$ cat src/rtl/execute_muldiv_pkg.sv
// Shared types for the execute-stage multiply/divide unit: funct3 op codes,
// FSM states and the reset value of the control register.
package execute_muldiv_pkg;

    // Wide enough for XLEN/DIV_BITS-1 and any sensible MUL_LATENCY-1.
    localparam int CNT_W = 16;

    typedef enum logic [2:0] {
        OP_MUL    = 3'd0,
        OP_MULH   = 3'd1,
        OP_MULHSU = 3'd2,
        OP_MULHU  = 3'd3,
        OP_DIV    = 3'd4,
        OP_DIVU   = 3'd5,
        OP_REM    = 3'd6,
        OP_REMU   = 3'd7
    } muldiv_op_type;

    typedef enum logic [2:0] {
        IDLE = 3'd0,
        MUL  = 3'd1,
        DIV  = 3'd2,
        FIX  = 3'd3,
        DONE = 3'd4
    } muldiv_state_type;

    typedef struct packed {
        muldiv_state_type  state;
        muldiv_op_type     op;
        logic [CNT_W-1:0]  cnt;
        logic              neg_q;
        logic              neg_r;
    } muldiv_reg_type;

    localparam muldiv_reg_type init_muldiv_reg = '{
        state: IDLE,
        op:    OP_MUL,
        cnt:   '0,
        neg_q: 1'b0,
        neg_r: 1'b0
    };

endpackage

$ cat src/rtl/execute_muldiv_div_step.sv
// One radix-2^DIV_BITS restoring division step on unsigned magnitudes.
// Dividend bits are consumed MSB first; quotient bits come out MSB first.
module execute_muldiv_div_step #(
    parameter int XLEN     = 32,
    parameter int DIV_BITS = 1
) (
    input  logic [XLEN-1:0]     rem_in,
    input  logic [XLEN-1:0]     divisor,
    input  logic [DIV_BITS-1:0] bits,
    output logic [DIV_BITS-1:0] q_bits,
    output logic [XLEN-1:0]     rem_out
);

    logic [XLEN:0] r;

    always_comb begin
        r      = {1'b0, rem_in};
        q_bits = '0;
        for (int i = DIV_BITS - 1; i >= 0; i--) begin
            // r < divisor before the shift, so one extra bit holds 2*r+1.
            r = {r[XLEN-1:0], bits[i]};
            if (r >= {1'b0, divisor}) begin
                r         = r - {1'b0, divisor};
                q_bits[i] = 1'b1;
            end
        end
        rem_out = r[XLEN-1:0];
    end

endmodule

$ cat src/rtl/execute_muldiv.sv
// Long-latency M-extension unit: pipelined-latency multiply and iterative
// restoring divide with sign fix-up; kill aborts any in-flight operation.
module execute_muldiv
    import execute_muldiv_pkg::*;
#(
    parameter int XLEN        = 32,
    parameter int MUL_LATENCY = 2,
    parameter int DIV_BITS    = 1
) (
    input  logic            clock,
    input  logic            reset,
    input  logic            start,
    input  logic            kill,
    input  logic [2:0]      op,
    input  logic [XLEN-1:0] rdata1,
    input  logic [XLEN-1:0] rdata2,
    output logic [XLEN-1:0] result,
    output logic            ready,
    output logic            busy
);

    localparam int              DIV_ITER = XLEN / DIV_BITS;
    localparam logic [XLEN-1:0] MIN_INT  = {1'b1, {(XLEN-1){1'b0}}};

    muldiv_reg_type ctrl;

    logic [2*XLEN-1:0]  product;
    logic [2*XLEN-1:0]  product_next;
    logic [XLEN-1:0]    rem;
    logic [XLEN-1:0]    quo;
    logic [XLEN-1:0]    dsr;
    logic [XLEN-1:0]    rem_step;
    logic [DIV_BITS-1:0] q_step;

    logic            a_signed;
    logic            b_signed;
    logic [XLEN:0]   mul_a;
    logic [XLEN:0]   mul_b;
    logic            div_signed;
    logic            div_zero;
    logic            div_ovf;
    logic [XLEN-1:0] div_special;
    logic [XLEN-1:0] a_mag;
    logic [XLEN-1:0] b_mag;
    logic [XLEN-1:0] quo_fixed;
    logic [XLEN-1:0] rem_fixed;

    function automatic logic [XLEN-1:0] mul_pick(input logic [2:0] sel,
                                                 input logic [2*XLEN-1:0] p);
        return (sel == OP_MUL) ? p[XLEN-1:0] : p[2*XLEN-1:XLEN];
    endfunction

    always_comb begin
        a_signed   = (op == OP_MULH) || (op == OP_MULHSU);
        b_signed   = (op == OP_MULH);
        mul_a      = {a_signed & rdata1[XLEN-1], rdata1};
        mul_b      = {b_signed & rdata2[XLEN-1], rdata2};
        // Low 2*XLEN bits of the product of the XLEN+1-bit extended operands.
        product_next = {{(XLEN-1){mul_a[XLEN]}}, mul_a}
                     * {{(XLEN-1){mul_b[XLEN]}}, mul_b};

        div_signed  = ~op[0];
        div_zero    = (rdata2 == '0);
        div_ovf     = div_signed && (rdata1 == MIN_INT) && (rdata2 == '1);
        div_special = div_zero ? (op[1] ? rdata1 : '1)
                               : (op[1] ? '0 : MIN_INT);
        a_mag       = (div_signed && rdata1[XLEN-1]) ? -rdata1 : rdata1;
        b_mag       = (div_signed && rdata2[XLEN-1]) ? -rdata2 : rdata2;

        quo_fixed   = ctrl.neg_q ? -quo : quo;
        rem_fixed   = ctrl.neg_r ? -rem : rem;
    end

    execute_muldiv_div_step #(
        .XLEN     (XLEN),
        .DIV_BITS (DIV_BITS)
    ) u_div_step (
        .rem_in  (rem),
        .divisor (dsr),
        .bits    (quo[XLEN-1 -: DIV_BITS]),
        .q_bits  (q_step),
        .rem_out (rem_step)
    );

    always_ff @(posedge clock) begin
        if (!reset) begin
            ctrl    <= init_muldiv_reg;
            result  <= '0;
            ready   <= 1'b0;
            busy    <= 1'b0;
            product <= '0;
            rem     <= '0;
            quo     <= '0;
            dsr     <= '0;
        end else if (kill) begin
            ctrl.state <= IDLE;
            ready      <= 1'b0;
            busy       <= 1'b0;
        end else begin
            ready <= 1'b0;
            case (ctrl.state)
                IDLE, DONE: begin
                    if (start) begin
                        ctrl.op <= muldiv_op_type'(op);
                        busy    <= 1'b1;
                        if (!op[2]) begin
                            product <= product_next;
                            if (MUL_LATENCY == 1) begin
                                ctrl.state <= DONE;
                                result     <= mul_pick(op, product_next);
                                ready      <= 1'b1;
                            end else begin
                                ctrl.state <= MUL;
                                ctrl.cnt   <= CNT_W'(MUL_LATENCY - 1);
                            end
                        end else if (div_zero || div_ovf) begin
                            ctrl.state <= DONE;
                            result     <= div_special;
                            ready      <= 1'b1;
                        end else begin
                            ctrl.state <= DIV;
                            ctrl.cnt   <= CNT_W'(DIV_ITER - 1);
                            ctrl.neg_q <= div_signed & (rdata1[XLEN-1] ^ rdata2[XLEN-1]);
                            ctrl.neg_r <= div_signed & rdata1[XLEN-1];
                            rem        <= '0;
                            quo        <= a_mag;
                            dsr        <= b_mag;
                        end
                    end else begin
                        ctrl.state <= IDLE;
                        busy       <= 1'b0;
                    end
                end
                MUL: begin
                    // Leave while the count steps to zero so DONE lands on cycle MUL_LATENCY.
                    if (ctrl.cnt == CNT_W'(1)) begin
                        ctrl.state <= DONE;
                        result     <= mul_pick(ctrl.op, product);
                        ready      <= 1'b1;
                    end
                    ctrl.cnt <= ctrl.cnt - CNT_W'(1);
                end
                DIV: begin
                    rem      <= rem_step;
                    quo      <= {quo[XLEN-DIV_BITS-1:0], q_step};
                    ctrl.cnt <= ctrl.cnt - CNT_W'(1);
                    if (ctrl.cnt == '0) begin
                        ctrl.state <= FIX;
                    end
                end
                FIX: begin
                    ctrl.state <= DONE;
                    result     <= ctrl.op[1] ? rem_fixed : quo_fixed;
                    ready      <= 1'b1;
                end
                default: begin
                    ctrl.state <= IDLE;
                    busy       <= 1'b0;
                end
            endcase
        end
    end

endmodule
$ cat config.mk
export PLATFORM = sky130hd
export DESIGN_NAME = execute_muldiv
export DESIGN_NICKNAME = d
export VERILOG_FILES = /design/src/rtl/execute_muldiv_pkg.sv /design/src/rtl/execute_muldiv_div_step.sv /design/src/rtl/execute_muldiv.sv
export SDC_FILE = /design/constraint.sdc
export NUM_CORES = 2
export LEC_CHECK = 0
export BUFFER_PORTS_ARGS = -buffer_cell sky130_fd_sc_hd__buf_2
export CORE_UTILIZATION = 57
export CTS_BUF_LIST = sky130_fd_sc_hd__clkbuf_2 sky130_fd_sc_hd__clkbuf_4 sky130_fd_sc_hd__clkbuf_8
export DETAILED_ROUTE_END_ITERATION = 10
export PLACE_DENSITY = 0.73
export SLEW_MARGIN = 10
export SYNTH_ARGS = -nofsm -noshare
export SYNTH_HDL_FRONTEND = slang
export SYNTH_HIERARCHICAL = 1
export SYNTH_SLANG_ARGS = --single-unit
$ cat constraint.sdc
create_clock -name clock -period 12.2 [get_ports clock]
set_input_delay 1.22 -clock clock [delete_from_list [all_inputs] [get_ports clock]]
set_output_delay 1.22 -clock clock [all_outputs]
set_load 0.03 [all_outputs]
==> reports/metrics.csv <==
metric,value,unit
numClockSinks,218,
yosys.area_share.xor_xnor,3.37,%
post-route-period-util,82.3,%
synth_mux_area_share,0.444,%
grt_pass1_vias,44400,
cp_common_cell,fa_1,
cp_top_family,adder cells,
max_stage_delay,0.90,ns
async_reset_ff_share,0,%
hold_viol_final,0,
cts_tree,built,
track_usage,35.3,%
route.detailed.drc,0,
clk_path_buf_depth,3,
synth_nets,7712,
dp_cells,7225,
place_congestion,1.00,
grt_start_max_net_pins,72,
start_util,57.5,%
dieWidth,306,um
final_cells,7307,
design.die.area,93700,um2
critPathLaunchType,input pin,
fin_skew,0.0469,ns
netlist.area_leader.share,42.7,%
synth_area_leaders,"fa_1 (43%), inv_1 (9.0%), dfxtp_1 (8.3%)",
placed_area,53700,um2
wl_per_cell,22.0,um
setup_ws,2.16,ns
antenna_found_initial,10,
htree_levels,2,
cp.arrival,10.55,ns
avgSynthCellArea,8.42,um2
clock_latency,0.60,ns
cts_buffers,41,
tightest_slew,1.22,ns
cp_max_fo,24,
crit_buf_inv,7,
layout.nets,7531,
rsz0062_at_grt,false,
core,91700,um2
yosys.area.top_type,fa_1,
post-cts-setup-buffer-count,0,
relSlewSlack,18.2,%
crit_slowest_cell,nor3b_2,
status,"finished, final reports clean",
post-route-min-period,10.04,ns
postRouteAntennaNets,0,
synth_simple_gate_area_share,16.9,%
syn_to_final_growth,3.78,%
layout-drive-gt1-share,5.45,%
synth_cells,6263,
clk_pin_slew,0.07,ns
synth_ff_type,dfxtp_1,
synth-compound-area-share,10.2,%
crit_path_end_kind,flip-flop,
fin_area,54700,um2
fmax,0.0996,GHz
dpl.hpwl,125000,um
vias,43200,
yosysMostFrequentCell,inv_1,
synth-seq-cells,218,
synth_top_family_by_area,adder cells,
vias_per_cell,5.91,
cts_resized,0,
maxCapViolCount,0,
drt_iter0_drc,4060,
ios,105,
worstSetupPathType,in -> reg,
cts_hold_buf,0,
synthAdderAreaFrac,48.7,%
tns,0,ns
synth_edf_count,0,
dpl_worst_slack,1.66,ns
clock-root-buffer,clkbuf_8,
die_height,306,um
setup_violations,0,
numPortBuffers,104,
grt_pass1_wl,254000,um
seq_area_frac_synth,8.28,%
syn_area,52700,um2
core.rowCount,111,
ys.warnings.count,6,
yosys-top-cells-count,"inv_1 (1258), fa_1 (1126), nand2_1 (1052)",
grt.overflow.total,0,
dr.pass1.iters,9,
cp.required,12.71,ns
hp-class,reg -> reg,
finalWirelength,161000,um
ys_types,97,
final_max_slew_viol_count,0,
==> through the flow <==
step,hold WS [ns],utilization (%)
after global placement,0.436,58.6
after detailed placement,0.443,58.6
after floorplan,0.423,-
after global routing,0.472,59.7
after CTS,0.449,59.7
final,0.447,59.7
==> routing by layer <==
| metal | part of all wire, % | GRT usage [%] | vias up | wire length (um) |
|---|---|---|---|---|
| met2 | 45 | 55.1 | 2241 | 72300 |
| li1 | - | - | 18800 | - |
| met1 | 39 | 47.1 | 21700 | 63600 |
| met3 | 10 | 7.00 | 444 | 16100 |
| met4 | 5.7 | 17.8 | 0 | 9130 |
| met5 | 0 | 0 | - | 0 |
==> worst min-delay path: cells and delay by family, from the launching register on <==
family,cells,cell delay (ns)
AND/OR/NAND/NOR,1,0.05
AO/OA/AOI/OAI,1,0.05
flip-flops,1,0.30
==> kinds of logic (layout without fill, tap and decap cells) <==
family	after synthesis	in the layout
and+or+nand+nor	1941	1941
xor gates and xnor gates	203	203
muxes	23	23
AOI/OAI and AO/OA	835	835
adders and majority gates	1378	1378
other	0	10
buffers and inverters	1665	1513
DFF	218	218
==> layout by cell type (no fill, tap or decap), types with 11 or more instances in the layout <==
cell type | netlist | layout
a221oi_1 | 13 | 13
or3_1 | 30 | 29
o211ai_1 | 41 | 41
and2_1 | 307 | 307
nand2_1 | 1052 | 1051
a31oi_1 | 33 | 33
nor2_1 | 243 | 241
nor2b_1 | 24 | 24
o21a_1 | 20 | 20
nand2b_1 | 25 | 25
nor4_1 | 19 | 18
a22o_1 | 33 | 33
a21o_1 | 30 | 30
mux2i_1 | 20 | 20
o31ai_1 | 37 | 37
or4_1 | 19 | 19
clkbuf_8 | 0 | 54
nand4_1 | 35 | 35
a211oi_1 | 67 | 67
o21ai_0 | 170 | 170
ha_1 | 252 | 252
fa_1 | 1126 | 1126
buf_2 | 14 | 104
inv_1 | 1258 | 1257
xnor2_1 | 129 | 129
o22ai_1 | 12 | 12
nor3_1 | 58 | 56
xor2_1 | 74 | 74
a21oi_1 | 244 | 244
and3_1 | 11 | 11
o21bai_1 | 19 | 19
buf_4 | 6 | 78
o41ai_1 | 16 | 16
o21ai_1 | 24 | 24
or2_2 | 13 | 13
dfxtp_1 | 218 | 218
nand3_1 | 66 | 66
==> worst paths after layout <==
kind         slack, ns                  endpoint  cells past startpoint                startpoint
max reg2reg       8.25    result[9]$_SDFFE_PN0P_                     10      ctrl[5]$_SDFFE_PN0P_
min reg2reg       0.45  product[32]$_SDFFE_PN0P_                      2  product[32]$_SDFFE_PN0P_
max               2.16  product[60]$_SDFFE_PN0P_                     28                     op[0]
min               0.45  product[32]$_SDFFE_PN0P_                      2  product[32]$_SDFFE_PN0P_
==> flip-flops by register name (all words and copies together) (netlist names) <==
signal	count
rem	32
dsr	32
busy	1
result	32
ctrl	24
quo	32
ready	1
product	64
==> cell type report <==
type,instances,area [um2]
Fill cell,8107,36900
Clock inverter,13,180
Inverter,1259,4730
Multi-Input combinational cell,4380,42100
Tap cell,1186,1480
Timing Repair Buffer,182,1110
Clock buffer,59,781
Sequential cell,218,4360
Antenna cell,10,25.0
Power is not shown: default switching activity piles up to over one toggle a cycle in this logic, so the estimate is an artifact.
